**config.mk**
```make
export PLATFORM = sky130hd
export DESIGN_NAME = gerenciador_display_7seg
export DESIGN_NICKNAME = d
export VERILOG_FILES = /design/src/rtl/gerenciador_pkg.sv /design/src/rtl/seg7_encoder.sv /design/src/rtl/gerenciador_display_7seg.sv
export SDC_FILE = /design/constraint.sdc
export NUM_CORES = 1
export LEC_CHECK = 0
export BUFFER_PORTS_ARGS = -buffer_cell sky130_fd_sc_hd__buf_2
export CORE_ASPECT_RATIO = 0.8
export CORE_UTILIZATION = 45
export CTS_CLUSTER_DIAMETER = 120
export DETAILED_ROUTE_END_ITERATION = 10
export PLACE_DENSITY = 0.71
export SLEW_MARGIN = 20
export SYNTH_ARGS = -nofsm -noshare
export SYNTH_HDL_FRONTEND = slang
export SYNTH_SLANG_ARGS = --single-unit
```
**constraint.sdc**
```tcl
create_clock -name clk -period 9.1 [get_ports clk]
set_clock_uncertainty 0.15 [all_clocks]
set_input_delay 0.91 -clock clk [delete_from_list [all_inputs] [get_ports clk]]
set_output_delay 0.91 -clock clk [all_outputs]
set_load 0.02 [all_outputs]
```
**src/rtl/gerenciador_pkg.sv**
```systemverilog
`default_nettype none
// ============================================================================
// gerenciador_pkg: shared FSM encoding, segment glyphs and BCD sizing helper.
// Revision: 1.0
// ============================================================================
package gerenciador_pkg;

  typedef enum logic [1:0] {
    ST_IDLE   = 2'd0,
    ST_SHIFT  = 2'd1,
    ST_ENCODE = 2'd2
  } state_t;

  // Active-high glyphs, bit0 = a ... bit6 = g
  localparam logic [6:0] SEG_BLANK = 7'h00;
  localparam logic [6:0] SEG_MINUS = 7'h40;
  localparam logic [6:0] SEG_DASH  = 7'h40;

  // Smallest n with 10^n >= 2^width, i.e. ceil(width*log10(2)).
  function automatic int calc_nb(input int width);
    longint unsigned lim;
    longint unsigned p;
    int n;
    lim = 64'd1 << width;
    p   = 64'd1;
    n   = 0;
    for (int i = 0; i < 20; i++) begin
      if (p < lim) begin
        p = p * 64'd10;
        n = n + 1;
      end
    end
    return n;
  endfunction

endpackage
`default_nettype wire

```
**src/rtl/seg7_encoder.sv**
```systemverilog
`default_nettype none
// ============================================================================
// seg7_encoder: BCD digit to active-high 7-segment pattern (bit0=a..bit6=g).
// Revision: 1.0
// ============================================================================
module seg7_encoder
  import gerenciador_pkg::*;
(
  input  logic [3:0] digit,
  output logic [6:0] seg
);

  always_comb begin
    seg = SEG_BLANK;
    case (digit)
      4'd0: seg = 7'h3F;
      4'd1: seg = 7'h06;
      4'd2: seg = 7'h5B;
      4'd3: seg = 7'h4F;
      4'd4: seg = 7'h66;
      4'd5: seg = 7'h6D;
      4'd6: seg = 7'h7D;
      4'd7: seg = 7'h07;
      4'd8: seg = 7'h7F;
      4'd9: seg = 7'h6F;
      default: seg = SEG_BLANK;
    endcase
  end

endmodule
`default_nettype wire

```
**src/rtl/gerenciador_display_7seg.sv**
```systemverilog
`default_nettype none
// ============================================================================
// gerenciador_display_7seg: periodic binary-to-7-segment display manager.
// Revision: 1.0
// ============================================================================
module gerenciador_display_7seg
  import gerenciador_pkg::*;
#(
  parameter int WIDTH         = 32,
  parameter int N_DIGITS      = 8,
  parameter int UPDATE_PERIOD = 50000,
  parameter int ACTIVE_LOW    = 1
) (
  input  logic                  clk,
  input  logic                  rst,
  input  logic [WIDTH-1:0]      entrada,
  input  logic                  signed_mode,
  input  logic                  blank_zeros,
  output logic [7*N_DIGITS-1:0] saida,
  output logic                  busy,
  output logic                  overflow
);

  localparam int NB   = calc_nb(WIDTH);
  localparam int BW   = 4 * NB;
  localparam int EXT  = (NB > N_DIGITS) ? NB : N_DIGITS;
  localparam int CW   = $clog2(UPDATE_PERIOD);
  localparam int SW   = $clog2(WIDTH);
  localparam logic [CW-1:0] TICK_LAST  = CW'(UPDATE_PERIOD - 1);
  localparam logic [SW-1:0] SHIFT_LAST = SW'(WIDTH - 1);
  localparam logic [7*N_DIGITS-1:0] SAIDA_RST = (ACTIVE_LOW != 0) ? '1 : '0;

  state_t                state_q, state_d;
  logic [CW-1:0]         cnt_q, cnt_d;
  logic [SW-1:0]         bitcnt_q, bitcnt_d;
  logic [WIDTH-1:0]      shift_q, shift_d;
  logic [BW-1:0]         bcd_q, bcd_d;
  logic                  neg_q, neg_d;
  logic                  blank_q, blank_d;
  logic                  busy_q, busy_d;
  logic                  ovf_q, ovf_d;
  logic [7*N_DIGITS-1:0] saida_q, saida_d;

  logic                  tick;
  logic                  in_neg;
  logic [WIDTH-1:0]      in_mag;
  logic [BW-1:0]         bcd_adj;
  logic [4*EXT-1:0]      bcd_ext;
  logic [6:0]            enc_seg [N_DIGITS];
  logic [7*N_DIGITS-1:0] segs_w;
  logic                  ovf_w;
  logic                  nz_above;
  logic                  hide;
  int                    lim;

  assign tick    = (cnt_q == TICK_LAST);
  assign in_neg  = signed_mode & entrada[WIDTH-1];
  // WIDTH-bit negation is exact for the most-negative value once read unsigned.
  assign in_mag  = in_neg ? (~entrada + 1'b1) : entrada;
  assign bcd_ext = (4*EXT)'(bcd_q);

  for (genvar k = 0; k < N_DIGITS; k++) begin : g_digit
    seg7_encoder u_enc (
      .digit (bcd_ext[4*k +: 4]),
      .seg   (enc_seg[k])
    );
  end

  always_comb begin
    bcd_adj = bcd_q;
    for (int i = 0; i < NB; i++) begin
      if (bcd_q[4*i +: 4] >= 4'd5) bcd_adj[4*i +: 4] = bcd_q[4*i +: 4] + 4'd3;
    end
  end

  // Digits above the display (or the minus slot) force overflow; blanking
  // scans from the top so inner zeros are never suppressed.
  always_comb begin
    lim      = neg_q ? (N_DIGITS - 1) : N_DIGITS;
    ovf_w    = 1'b0;
    nz_above = 1'b0;
    hide     = 1'b0;
    segs_w   = '0;
    for (int i = 0; i < NB; i++) begin
      if ((i >= lim) && (bcd_ext[4*i +: 4] != 4'd0)) ovf_w = 1'b1;
    end
    for (int i = N_DIGITS; i < EXT; i++) begin
      if (bcd_ext[4*i +: 4] != 4'd0) nz_above = 1'b1;
    end
    for (int k = N_DIGITS - 1; k >= 0; k--) begin
      if (bcd_ext[4*k +: 4] != 4'd0) nz_above = 1'b1;
      hide = blank_q && (k != 0) && !nz_above;
      if (ovf_w)                          segs_w[7*k +: 7] = SEG_DASH;
      else if (neg_q && k == N_DIGITS-1)  segs_w[7*k +: 7] = SEG_MINUS;
      else if (hide)                      segs_w[7*k +: 7] = SEG_BLANK;
      else                                segs_w[7*k +: 7] = enc_seg[k];
    end
  end

  always_comb begin
    cnt_d    = tick ? '0 : cnt_q + 1'b1;
    state_d  = state_q;
    bitcnt_d = bitcnt_q;
    shift_d  = shift_q;
    bcd_d    = bcd_q;
    neg_d    = neg_q;
    blank_d  = blank_q;
    busy_d   = busy_q;
    ovf_d    = ovf_q;
    saida_d  = saida_q;
    case (state_q)
      ST_IDLE: begin
        if (tick) begin
          neg_d    = in_neg;
          blank_d  = blank_zeros;
          shift_d  = in_mag;
          bcd_d    = '0;
          bitcnt_d = '0;
          busy_d   = 1'b1;
          state_d  = ST_SHIFT;
        end
      end
      ST_SHIFT: begin
        bcd_d    = {bcd_adj[BW-2:0], shift_q[WIDTH-1]};
        shift_d  = {shift_q[WIDTH-2:0], 1'b0};
        bitcnt_d = bitcnt_q + 1'b1;
        if (bitcnt_q == SHIFT_LAST) state_d = ST_ENCODE;
      end
      ST_ENCODE: begin
        saida_d = (ACTIVE_LOW != 0) ? ~segs_w : segs_w;
        ovf_d   = ovf_w;
        busy_d  = 1'b0;
        state_d = ST_IDLE;
      end
      default: state_d = ST_IDLE;
    endcase
  end

  always_ff @(posedge clk or posedge rst) begin
    if (rst) begin
      state_q  <= ST_IDLE;
      cnt_q    <= '0;
      bitcnt_q <= '0;
      shift_q  <= '0;
      bcd_q    <= '0;
      neg_q    <= 1'b0;
      blank_q  <= 1'b0;
      busy_q   <= 1'b0;
      ovf_q    <= 1'b0;
      saida_q  <= SAIDA_RST;
    end else begin
      state_q  <= state_d;
      cnt_q    <= cnt_d;
      bitcnt_q <= bitcnt_d;
      shift_q  <= shift_d;
      bcd_q    <= bcd_d;
      neg_q    <= neg_d;
      blank_q  <= blank_d;
      busy_q   <= busy_d;
      ovf_q    <= ovf_d;
      saida_q  <= saida_d;
    end
  end

  assign saida    = saida_q;
  assign busy     = busy_q;
  assign overflow = ovf_q;

endmodule
`default_nettype wire

```
==> results.json <==
{
  "outcome": "completed",
  "grt_pass1_vias": 7023,
  "io_pins": 94,
  "wl_per_cell_um": 15.9,
  "async_flop_share": 1.00,
  "synth.area.top_cells": "dfrtp_1 (28%), dfstp_2 (17%), ha_1 (8.2%)",
  "finalCritPeriodShare": 0.368,
  "maxCapViolations": 0,
  "fin_nets": 1145,
  "fp.dieArea_mm2": 0.0203,
  "synth_ff_type": "dfrtp_1",
  "synth_compound_area_frac": 0.211,
  "vdd_drop_max_mv": 0.0928,
  "ctsRootBufferMaster": "clkbuf_16",
  "antenna_cells": 0,
  "yosysTopAreaCellShare": 0.278,
  "yosys.area_share.simple": 0.160,
  "cts_buffer_depth": 2,
  "rsz0062_at_grt": "no",
  "design_area_mm2": 0.0102,
  "numPortBuffers": 93,
  "synthDistinctLibCells": 58,
  "routabilityCongestion": 0.867,
  "dp_cells": 1290,
  "timing.slew.headroom": 0.334,
  "min_path_type": "flop to flop",
  "cts_tree": "yes",
  "cellPowerDensity_mw_per_mm2": 147,
  "start_kind": "flop",
  "fin_cells": 1322,
  "clock_latency_ns": 0.43,
  "path_class": "flop to flop",
  "synth_fa_ha_area_frac": 0.0816,
  "place_area_mm2": 0.00957,
  "htreeDepth": 4,
  "syn-num-nets": 1080,
  "drv_slew": 0,
  "drtIter0Drc": 623,
  "first_pass_iters": 7,
  "worstMarginPinSlew_ns": 0.985,
  "post-route-drc-count": 0,
  "area_growth_pct": 14.4,
  "synthMuxAreaShare": 0.00689,
  "cts_buffers": 17,
  "grt_usage": 0.213,
  "clkSinkCount": 155,
  "ant_nets": 0,
  "synth_enable_flop_cells": 0,
  "rows": 45,
  "cts.clk_slew.worst_paths_ns": 0.06,
  "final_common_cell": "nor2_1",
  "num_vias": 7351,
  "die_w_um": 159,
  "synthXorXnorAreaFrac": 0.0581,
  "yosys_register_bits": 155,
  "ys.warnings.count": 0,
  "via_per_inst": 5.56,
  "synth_area_mm2": 0.00890,
  "worstPathArrival_ns": 3.57,
  "post_cts_buffers": 0,
  "min_period_ns": 3.35,
  "required_ns": 9.32,
  "grt_overflow_total": 0,
  "post-synth-top-area-cell": "dfrtp_1",
  "dpl.hpwl_um": 14200,
  "critPathMaxFanout": 6,
  "ys_seq_area_frac": 0.444,
  "drive_above_1_share": 0.187,
  "fmaxAchievable_mhz": 299,
  "start_util": 0.465,
  "setup_viol": 0,
  "postCtsHoldBufs": 0,
  "avgSynthCellArea_um2": 9.02,
  "synth_top_family_by_area": "compound AO/OA/AOI/OAI gates",
  "wl_um": 21000,
  "grt_max_degree": 83,
  "cts_resized": 0,
  "tns_ns": 0,
  "core-area_mm2": 0.0191,
  "grt_pass1_wl_um": 35000,
  "die_y_um": 128,
  "p_leak_nw": 4.47,
  "hold_violations": 0,
  "worstSetupEndpointType": "flop",
  "layout_common_cells": "nor2_1 (111), o21ai_0 (106), dfrtp_1 (99), a21oi_1 (98), buf_2 (93)",
  "synthCells": 986,
  "antenna_found_initial": 0
}
[layer usage]
metal,part of all wire,vias to the layer above,wire length [um],global-route usage
met5,0,-,0,0
met4,0.016,0,329,0.0673
met3,0.039,26,808,0.0382
met2,0.45,159,9500,0.336
met1,0.49,3558,10300,0.298
li1,-,3608,-,-
[stage by stage]
stage | hold WS (ns) | power (W) | utilization | worst slack [ns]
floorplan | 0.295 | 0.000742 | - | 3.95
global placement | 0.290 | 0.000766 | 0.500 | 5.85
detailed placement | 0.294 | 0.000767 | 0.500 | 5.79
CTS | 0.303 | 0.00151 | 0.532 | 5.76
global route | 0.342 | 0.00155 | 0.532 | 5.53
finish | 0.300 | 0.00150 | 0.532 | 5.75
[critical path, cell delays in order, from the launching register on]
cell	delay [ns]
dfrtp_1	0.41
inv_1	0.19
ha_1	0.20
nor4b_1	0.80
nand4_1	0.35
or4_4	0.62
or3_4	0.35
a21oi_2	0.12
a21o_1	0.10
[synthesized netlist by cell type (4+ instances only)]
| library cell | count |
|---|---|
| o21ai_0 | 106 |
| nor2_1 | 112 |
| o22ai_1 | 18 |
| or3_1 | 5 |
| o21a_1 | 4 |
| dfstp_2 | 56 |
| a32o_1 | 8 |
| nor2b_1 | 9 |
| nor4_1 | 5 |
| o22a_1 | 5 |
| inv_1 | 40 |
| a22oi_1 | 14 |
| nor3_1 | 20 |
| nand3_1 | 19 |
| nor3b_1 | 4 |
| dfrtp_1 | 99 |
| xor2_1 | 21 |
| mux2i_1 | 5 |
| ha_1 | 58 |
| xnor2_1 | 38 |
| a22o_1 | 4 |
| a31oi_1 | 17 |
| o32ai_1 | 8 |
| a21oi_1 | 98 |
| nand4_1 | 5 |
| nand2b_1 | 19 |
| and3_1 | 5 |
| clkbuf_1 | 49 |
| o31ai_1 | 16 |
| nand2_1 | 74 |
[path summary, 6_finish.rpt]
path,start,to,slack (ns),cells past startpoint
worst max register to register,bcd_ext[20]$_DFFE_PP0P_,saida[13]$_DFFE_PP1P_,5.75,8
min in group asynchronous,rst,cnt_q[11]$_DFF_PP0_,0.46,2
max in group asynchronous,rst,bcd_ext[22]$_DFFE_PP0P_,6.92,3
worst min-delay path,saida[27]$_DFFE_PP1P_,saida[27]$_DFFE_PP1P_,0.30,2
worst min register to register,saida[27]$_DFFE_PP1P_,saida[27]$_DFFE_PP1P_,0.30,2
worst max-delay path,bcd_ext[20]$_DFFE_PP0P_,saida[13]$_DFFE_PP1P_,5.75,8
[cells by family after synthesis]
kind of cell,count (synthesis)
multiplexers,6
AND/OR/NAND/NOR,299
XOR/XNOR,59
buffers and inverters,93
flip-flops,155
adder cells (fa/ha/maj),58
AO/OA/AOI/OAI,316
[state kept, by name, indices dropped and copies added, names as in the netlist]
signal / count
bcd_ext: 40
bitcnt_q: 5
blank_q: 1
busy: 1
cnt_q: 16
neg_q: 1
overflow: 1
saida: 56
shift_q: 32
state_q: 2
[power breakdown]
| part | internal, W | switching [W] |
|---|---|---|
| Sequential | 0.000691 | 0.000000297 |
| Combinational | 0.0000226 | 0.0000410 |
| Clock | 0.000471 | 0.000275 |
| Total | 0.00118 | 0.000316 |
[area by class of cell]
cell class                 instances  area, um2
tap                              258        323
timing repair buffer              99        510
clock buffer                      23        468
multi-input combinational        738       4630
inverter                          40        155
clock inverter                     9        145
sequential                       155       3950
fill                            1739       8960
Note: power is estimated with default switching activity, not from simulation.
